<file path="config.mk">
export PLATFORM = sky130hd
export DESIGN_NAME = mem_bus_arbiter_flat
export DESIGN_NICKNAME = d
export VERILOG_FILES = /design/src/rtl/mem_bus_arbiter_if.sv /design/src/rtl/mem_bus_arbiter.sv /design/src/flat_wrapper.sv
export SDC_FILE = /design/constraint.sdc
export NUM_CORES = 1
export LEC_CHECK = 0
export BUFFER_PORTS_ARGS = -buffer_cell sky130_fd_sc_hd__buf_4
export CAP_MARGIN = 5
export CORE_UTILIZATION = 49
export DETAILED_ROUTE_END_ITERATION = 10
export GPL_TIMING_DRIVEN = 0
export PLACE_DENSITY = 0.79
export SYNTH_ARGS = -nofsm -noshare
export SYNTH_HDL_FRONTEND = slang
export SYNTH_SLANG_ARGS = --single-unit
</file>
<file path="constraint.sdc">
create_clock -name clk -period 2.3 [get_ports clk]
set_input_delay 0.23 -clock clk [delete_from_list [all_inputs] [get_ports clk]]
set_output_delay 0.23 -clock clk [all_outputs]
set_load 0.05 [all_outputs]
</file>
<file path="src/rtl/mem_bus_arbiter_if.sv">
// rtl/mem_bus_arbiter_if.sv - req/ack master port of the data-memory arbiter
interface mem_bus_arbiter_if #(
  parameter int ADDR_SZ = 8,
  parameter int DATA_SZ = 8
);
  logic               req;
  logic               we;
  logic [ADDR_SZ-1:0] addr;
  logic [DATA_SZ-1:0] wdata;
  logic [DATA_SZ-1:0] rdata;
  logic               ack;

  modport master (output req, we, addr, wdata, input rdata, ack);
  modport slave  (input req, we, addr, wdata, output rdata, ack);
endinterface

</file>
<file path="src/rtl/mem_bus_arbiter.sv">
// rtl/mem_bus_arbiter.sv - two-master arbiter for a single-port synchronous data memory
module mem_bus_arbiter #(
  parameter int ADDR_SZ   = 8,
  parameter int DATA_SZ   = 8,
  parameter int MAX_BURST = 4,
  parameter int RD_LAT    = 1
) (
  input  logic               clk,
  input  logic               rst,
  mem_bus_arbiter_if.slave   m0,
  mem_bus_arbiter_if.slave   m1,
  output logic [ADDR_SZ-1:0] mem_addr,
  output logic [DATA_SZ-1:0] mem_data_o,
  output logic               mem_we,
  input  logic [DATA_SZ-1:0] mem_data_i,
  output logic               owner,
  output logic               busy
);
  typedef enum logic [1:0] {IDLE, CMD, WAIT, ACK} state_t;

  localparam logic [3:0] BURST_LIMIT = 4'(MAX_BURST);
  localparam logic [2:0] LAT_LOAD    = 3'(RD_LAT);

  state_t             state;
  state_t             state_nxt;
  logic               we_q;
  logic [2:0]         wait_cnt;
  logic [3:0]         burst_cnt;
  logic               grant;
  logic               grant_m1;
  logic [DATA_SZ-1:0] m0_rdata_q;
  logic [DATA_SZ-1:0] m1_rdata_q;

  // Master 1 only wins a contested grant once master 0 has used up its burst.
  always_comb begin
    state_nxt = state;
    grant     = 1'b0;
    grant_m1  = 1'b0;
    case (state)
      IDLE: begin
        if (m0.req || m1.req) begin
          grant     = 1'b1;
          grant_m1  = m1.req && (!m0.req || (burst_cnt == BURST_LIMIT));
          state_nxt = CMD;
        end
      end
      CMD:     state_nxt = we_q ? ACK : WAIT;
      WAIT:    if (wait_cnt == 3'd1) state_nxt = ACK;
      ACK:     state_nxt = IDLE;
      default: state_nxt = IDLE;
    endcase
  end

  always_ff @(posedge clk) begin
    if (rst) begin
      state      <= IDLE;
      mem_addr   <= '0;
      mem_data_o <= '0;
      we_q       <= 1'b0;
      owner      <= 1'b0;
      burst_cnt  <= 4'd0;
      wait_cnt   <= 3'd0;
      m0_rdata_q <= '0;
      m1_rdata_q <= '0;
    end else begin
      state <= state_nxt;
      if (state == IDLE) begin
        if (grant) begin
          owner      <= grant_m1;
          mem_addr   <= grant_m1 ? m1.addr  : m0.addr;
          mem_data_o <= grant_m1 ? m1.wdata : m0.wdata;
          we_q       <= grant_m1 ? m1.we    : m0.we;
        end
        if (!m1.req || grant_m1)
          burst_cnt <= 4'd0;
        else if (grant && burst_cnt != BURST_LIMIT)
          burst_cnt <= burst_cnt + 4'd1;
      end
      if (state == CMD && !we_q)
        wait_cnt <= LAT_LOAD;
      if (state == WAIT) begin
        wait_cnt <= wait_cnt - 3'd1;
        if (wait_cnt == 3'd1) begin
          if (owner) m1_rdata_q <= mem_data_i;
          else       m0_rdata_q <= mem_data_i;
        end
      end
    end
  end

  assign mem_we   = (state == CMD) && we_q;
  assign busy     = (state != IDLE);
  assign m0.ack   = (state == ACK) && !owner;
  assign m1.ack   = (state == ACK) && owner;
  assign m0.rdata = m0_rdata_q;
  assign m1.rdata = m1_rdata_q;
endmodule

</file>
<file path="src/flat_wrapper.sv">
// flat-port wrapper written by rule: the top's interface ports become plain ports
module mem_bus_arbiter_flat 
#(
  parameter int ADDR_SZ   = 8,
  parameter int DATA_SZ   = 8,
  parameter int MAX_BURST = 4,
  parameter int RD_LAT    = 1
)
  (clk, rst, mem_addr, mem_data_o, mem_we, mem_data_i, owner, busy, m0_req, m0_we, m0_addr, m0_wdata, m0_rdata, m0_ack, m1_req, m1_we, m1_addr, m1_wdata, m1_rdata, m1_ack);
  mem_bus_arbiter_if #(.ADDR_SZ(ADDR_SZ), .DATA_SZ(DATA_SZ)) m0_i ();
  mem_bus_arbiter_if #(.ADDR_SZ(ADDR_SZ), .DATA_SZ(DATA_SZ)) m1_i ();
  input  logic clk;
  input  logic rst;
  output logic [ADDR_SZ-1:0] mem_addr;
  output logic [DATA_SZ-1:0] mem_data_o;
  output logic mem_we;
  input  logic [DATA_SZ-1:0] mem_data_i;
  output logic owner;
  output logic busy;
  input wire logic [$bits(m0_i.req)-1:0] m0_req;
  input wire logic [$bits(m0_i.we)-1:0] m0_we;
  input wire logic [$bits(m0_i.addr)-1:0] m0_addr;
  input wire logic [$bits(m0_i.wdata)-1:0] m0_wdata;
  output wire logic [$bits(m0_i.rdata)-1:0] m0_rdata;
  output wire logic [$bits(m0_i.ack)-1:0] m0_ack;
  input wire logic [$bits(m1_i.req)-1:0] m1_req;
  input wire logic [$bits(m1_i.we)-1:0] m1_we;
  input wire logic [$bits(m1_i.addr)-1:0] m1_addr;
  input wire logic [$bits(m1_i.wdata)-1:0] m1_wdata;
  output wire logic [$bits(m1_i.rdata)-1:0] m1_rdata;
  output wire logic [$bits(m1_i.ack)-1:0] m1_ack;
  assign m0_i.req = m0_req;
  assign m0_i.we = m0_we;
  assign m0_i.addr = m0_addr;
  assign m0_i.wdata = m0_wdata;
  assign m0_rdata = m0_i.rdata;
  assign m0_ack = m0_i.ack;
  assign m1_i.req = m1_req;
  assign m1_i.we = m1_we;
  assign m1_i.addr = m1_addr;
  assign m1_i.wdata = m1_wdata;
  assign m1_rdata = m1_i.rdata;
  assign m1_ack = m1_i.ack;
  mem_bus_arbiter #(.ADDR_SZ(ADDR_SZ), .DATA_SZ(DATA_SZ), .MAX_BURST(MAX_BURST), .RD_LAT(RD_LAT)) u_core (.clk(clk), .rst(rst), .m0(m0_i), .m1(m1_i), .mem_addr(mem_addr), .mem_data_o(mem_data_o), .mem_we(mem_we), .mem_data_i(mem_data_i), .owner(owner), .busy(busy));
endmodule
</file>
* Word level (Yosys, flattened, before mapping)
Cells that the tools add are included.
** Storage, ports and cells
- Bits of input ports :: 46
- Word-level logic and storage cells :: 57
- Output and inout bits :: 37
- Flip-flop bits (word level) :: 43
** Cells by class
- Bitwise gates (word level) :: 1
- Muxes and demuxes :: 15
- Add/sub/neg operators :: 2
- Reductions and logical operators :: 22
- Equal/unequal tests :: 8
** Operators by type and width (count)
- 8-bit two-way mux :: 2
- 4-bit two-way mux :: 2
- 2-bit case mux with 4 select lines :: 1
- 1-bit logical AND :: 6
- 1-bit two-way mux :: 6
- 3-bit two-way mux :: 2
- 2-bit AND reduction :: 3
- 3-bit AND reduction :: 2
- 2-bit nonzero test :: 3
- 4-bit by 1-bit adder with 4-bit output, second input constant :: 1
- 2-bit equality test, second input constant :: 2
- 4-bit by 3-bit equality test with 1-bit output, second input constant :: 1
- 1-bit zero test :: 4
- 2-bit two-way mux :: 2
- 2-bit by 1-bit inequality test with 1-bit output, second input constant :: 2
- 4-bit by 3-bit inequality test with 1-bit output, second input constant :: 1
- 3-bit by 1-bit equality test with 1-bit output, second input constant :: 1
- 1-bit logical OR :: 3
- 3-bit by 1-bit subtractor with 3-bit output, second input constant :: 1
- 2-bit by 1-bit equality test with 1-bit output, second input constant :: 1
- 2-bit zero test :: 1
- 1-bit NOT :: 1

* Depth between registers and ports, before layout
- Depth after elaboration :: 8
- Depth in mapped cells :: 7
- Gate-level depth less buffers :: 6

* Worst setup path before layout
OpenSTA, ideal clock, no wires.
- Kind :: register -> register
- Start point :: reg u_core.state[0]
- End point :: reg u_core.mem_addr[5]
- Setup time :: 0.103 ns
- Setup slack :: 0.652 ns
- Buffers on the path :: 1
- Required time :: 2.197 ns
- Clock period less this slack :: 1.648 ns
- Data arrival time :: 1.544 ns
- Cell stages (with the launch flop) :: 7
- Cell sequence :: dfxtp_1 -> inv_1 -> ha_1 -> nand2_1 -> clkbuf_1 -> nor3_1 -> a2111oi_2
** Between the ends
- Word-level cells in the longest chain between the ends :: 3
- Elaborated cells on any way between the ends :: 5
- Classes of those cells :: 3 x mux; 2 x reduce/logical
** Ends and longest elaborated chain
- start, declared :: line mem_bus_arbiter.sv:24 : state_t state;
- start signal, assigned :: line mem_bus_arbiter.sv:66 : state <= state_nxt;
- 2-bit zero test (*) :: line mem_bus_arbiter.sv:39, mem_bus_arbiter.sv:67
- 1-bit two-way mux :: line mem_bus_arbiter.sv:39 : case (state)
- 8-bit two-way mux or 2-bit AND reduction (tied branches)
- end signal, assigned :: line mem_bus_arbiter.sv:70 : mem_addr <= grant_m1 ? m1.addr : m0.addr;
- end, declared :: line mem_bus_arbiter.sv:12 : output logic [ADDR_SZ-1:0] mem_addr,
Every way passes the cells marked *; elsewhere a longest branch is shown, timed or not.
A chain may end at the register's enable or synchronous reset.

* Final worst setup path
- Start point :: reg u_core.state[0]
- End point :: reg u_core.mem_data_o[6]
** Between the ends
- Word-level cells in the longest chain between the ends :: 3
- Elaborated cells on any way between the ends :: 5
- Classes of those cells :: 3 x mux; 2 x reduce/logical
** Ends and longest elaborated chain
- 2-bit zero test (*) :: line mem_bus_arbiter.sv:39, mem_bus_arbiter.sv:67
- 1-bit two-way mux :: line mem_bus_arbiter.sv:39
- 8-bit two-way mux or 2-bit AND reduction (tied branches)
- end signal, assigned :: line mem_bus_arbiter.sv:71 : mem_data_o <= grant_m1 ? m1.wdata : m0.wdata;
- end, declared :: line mem_bus_arbiter.sv:13 : output logic [DATA_SZ-1:0] mem_data_o,
Marks and branches as above.

==> metrics.md <==
| Metric | Value |
|---|---|
| ANT nets after route | 0 |
| Die area | 4910 µm² |
| Largest net degree at the start of global routing | 15 |
| Post-synthesis cell type count | 39 |
| Rows | 24 |
| CTS buffer count | 5 |
| Antenna Cells | 0 |
| Final Wtd Congestion | 0.822 |
| Status | completed |
| CTS root buf | clkbuf_8 |
| Routed len/inst | 14.8 µm |
| Fin nets | 403 |
| Classification of the worst setup path | register to register |
| Post-synth top area cell | dfxtp_1 |
| Max Cap Violations | 0 |
| Worst setup margin | 0.272 ns |
| Post-CTS Setup Bufs | 0 |
| Clk sinks | 43 |
| Via-to-Cell Ratio | 5.73 |
| Area delta synth->final | 34.6% |
| Core Footprint | 4410 µm² |
| Syn_nets | 315 |
| First-pass detailed-route iteration total | 4 |
| Clock transition at the registers of the reported paths | 0.08 ns |
| Final hold vios | 0 |
| DRT iter0 DRCs | 129 |
| GRT overflow | 0 |
| Max FO, Critical Path | 10 |
| CTS hold repair buffers | 0 |
| Top-area cell type share of the netlist area | 37.9% |
| First-pass GRT wire length | 9.71 mm |
| GRT Total Usage | 24.2% |
| Syn Inst Count | 260 |
| Area occupied by multi-input gates | 1270 µm² |
| Initial Util | 51.4% |
| Leak | 1.24 nW |
| Flops & latches, synth | 43 |
| RSZ-0062 raised after global routing | false |
| Pwr Density | 1040 nW/µm² |
| Register area | 861 µm² |
| Fillers | 375 |
| Antenna violations before repair | 0 |
| CP arrival | 2.23 ns |
| Fmax | 493 MHz |
| Slew @ Worst Pin | 0.484 ns |
| Setup tns final | 0 ns |
| Seq/Total Area, Yosys | 37.9% |
| Commonest non-fill, non-tap cell in the layout | buf_4 |
| CTS resizes | 0 |
| CTS max path bufs | 2 |
| Vias | 2297 |
| I/O pins | 83 |
| Layout cell share with drive strength beyond 1 | 34.4% |
| Type of origin of the critical path | register |
| Total wire length | 5.93 mm |
| IO Port Bufs | 81 |
| Vias in the first global route | 2126 |
| Tcrit/Tclk final | 88.2% |
| Most frequent cells in the layout | buf_4 (85), dfxtp_1 (43), nor3_1 (35) |
| CP endpoint kind | register |
| Htree depth | 2 |
| Hold Path Class | input pin to register |
| Post-DP HPWL | 4.25 mm |
| Yosys warning count | 0 |
| Die height | 70.0 µm |
| Die X-Extent | 70.0 µm |
| VDD IR-drop max | 0.501 mV |
| R2r setup slk | 0.27 ns |
| Slew Limit Fails | 0 |
| Top post-synthesis cells by area | dfxtp_1 (38%), nor3_1 (7.7%), a2111oi_2 (6.6%), ha_1 (5.0%), o22ai_1 (4.7%) |
| Drt drc | 0 |
| Clk_skew | 0.00395 ns |
| Place WS | 0.312 ns |
| Clock insertion delay at the later pin of the skew report | 0.30 ns |
| Slew Limit Headroom | 67.7% |
| Final Setup Violations | 0 |
| CTS tree | done |
| Final min period | 2.03 ns |
| Mapped Avg Cell Area | 8.72 µm² |
| Synthesized area | 2270 µm² |
| Required time worst endpoint | 2.50 ns |
-- cells in the mapped netlist, drive strengths merged --
cell type / instances
o31a: 1
nor2b: 2
buf: 11
and4b: 2
nor3: 36
mux2i: 10
and2b: 1
a2111oi: 17
a21oi: 14
and2: 1
nor2: 18
o41ai: 1
nand3b: 1
nor3b: 1
clkbuf: 7
nand2: 23
nand2b: 6
nand3: 5
a22oi: 1
o22ai: 17
nand4b: 2
inv: 10
dfxtp: 43
a31oi: 2
o21ai: 17
o221a: 1
ha: 9
a211oi: 1
-- layer usage --
layer / GRT usage, % / routed length (µm) / vias to the layer above
li1: - / - / 1135
met1: 29.7 / 2570 / 1078
met2: 42.0 / 2990 / 80
met3: 4.33 / 324 / 4
met4: 8.67 / 44 / 0
met5: 0 / 0 / -
-- state kept, by name, indices dropped and copies added, names as in the netlist --
register	count
u_core.m0.rdata	8
u_core.m1.rdata	8
u_core.mem_addr	8
u_core.mem_data_o	8
u_core.burst_cnt	4
u_core.wait_cnt	3
u_core.state	2
u_core.owner	1
u_core.we_q	1
-- cell type report --
type / instances / share of cell area [%]
multi-input combinational: 189 / 41.7
buffer: 18 / 3.20
clock buffer: 5 / 2.25
tap: 52 / 2.13
clock inverter: 3 / 1.43
timing repair buffer: 81 / 19.9
sequential: 43 / 28.2
inverter: 10 / 1.23
-- cell families (layout without fill, tap and decap cells) --
kind of cell / Yosys count / after routing / synth area share (%)
compound gates: 72 / 72 / 24.0
fa+ha+maj: 9 / 9 / 4.96
buf+inv: 28 / 117 / 5.96
flops: 43 / 43 / 37.9
mux: 10 / 10 / 4.41
simple gates: 98 / 98 / 22.7
-- stage by stage --
| stage | instance area (µm²) | std cells | power [W] | hold WS, ns | util (%) |
|---|---|---|---|---|---|
| finish | 3050 | 401 | 0.00316 | 0.175 | 69.2 |
| global route | 3050 | 401 | 0.00335 | 0.185 | 69.2 |
| CTS | 3050 | 401 | 0.00318 | 0.171 | 69.2 |
| detailed placement | 2940 | 393 | 0.00258 | 0.447 | 66.6 |
| global placement | 2940 | 393 | 0.00255 | 0.443 | 66.6 |
| floorplan | 2270 | 260 | 0.00212 | 0.366 | - |
-- final timing paths --
| check | start | to | depth (start not counted) |
|---|---|---|---|
| worst max-delay path | u_core.state[0] | u_core.mem_data_o[6] | 6 |
| worst max register to register | u_core.state[0] | u_core.mem_data_o[6] | 6 |
| worst min-delay path | mem_data_i[5] | u_core.m0.rdata[5] | 3 |
| worst min register to register | u_core.m1.rdata[7] | u_core.m1.rdata[7] | 2 |
-- power breakdown --
part	internal (W)	switching, W
Clock	0.000323	0.000271
Combinational	0.000512	0.00104
Sequential	0.000909	0.000114
-- critical path, cell delays in order, from the launching register on --
cell and delay [ns]:
dfxtp_1 0.43, inv_1 0.12, ha_1 0.28, nand2_1 0.30
clkbuf_1 0.40, nor3_1 0.12, a2111oi_2 0.28
(Power assumes the default switching activity.)
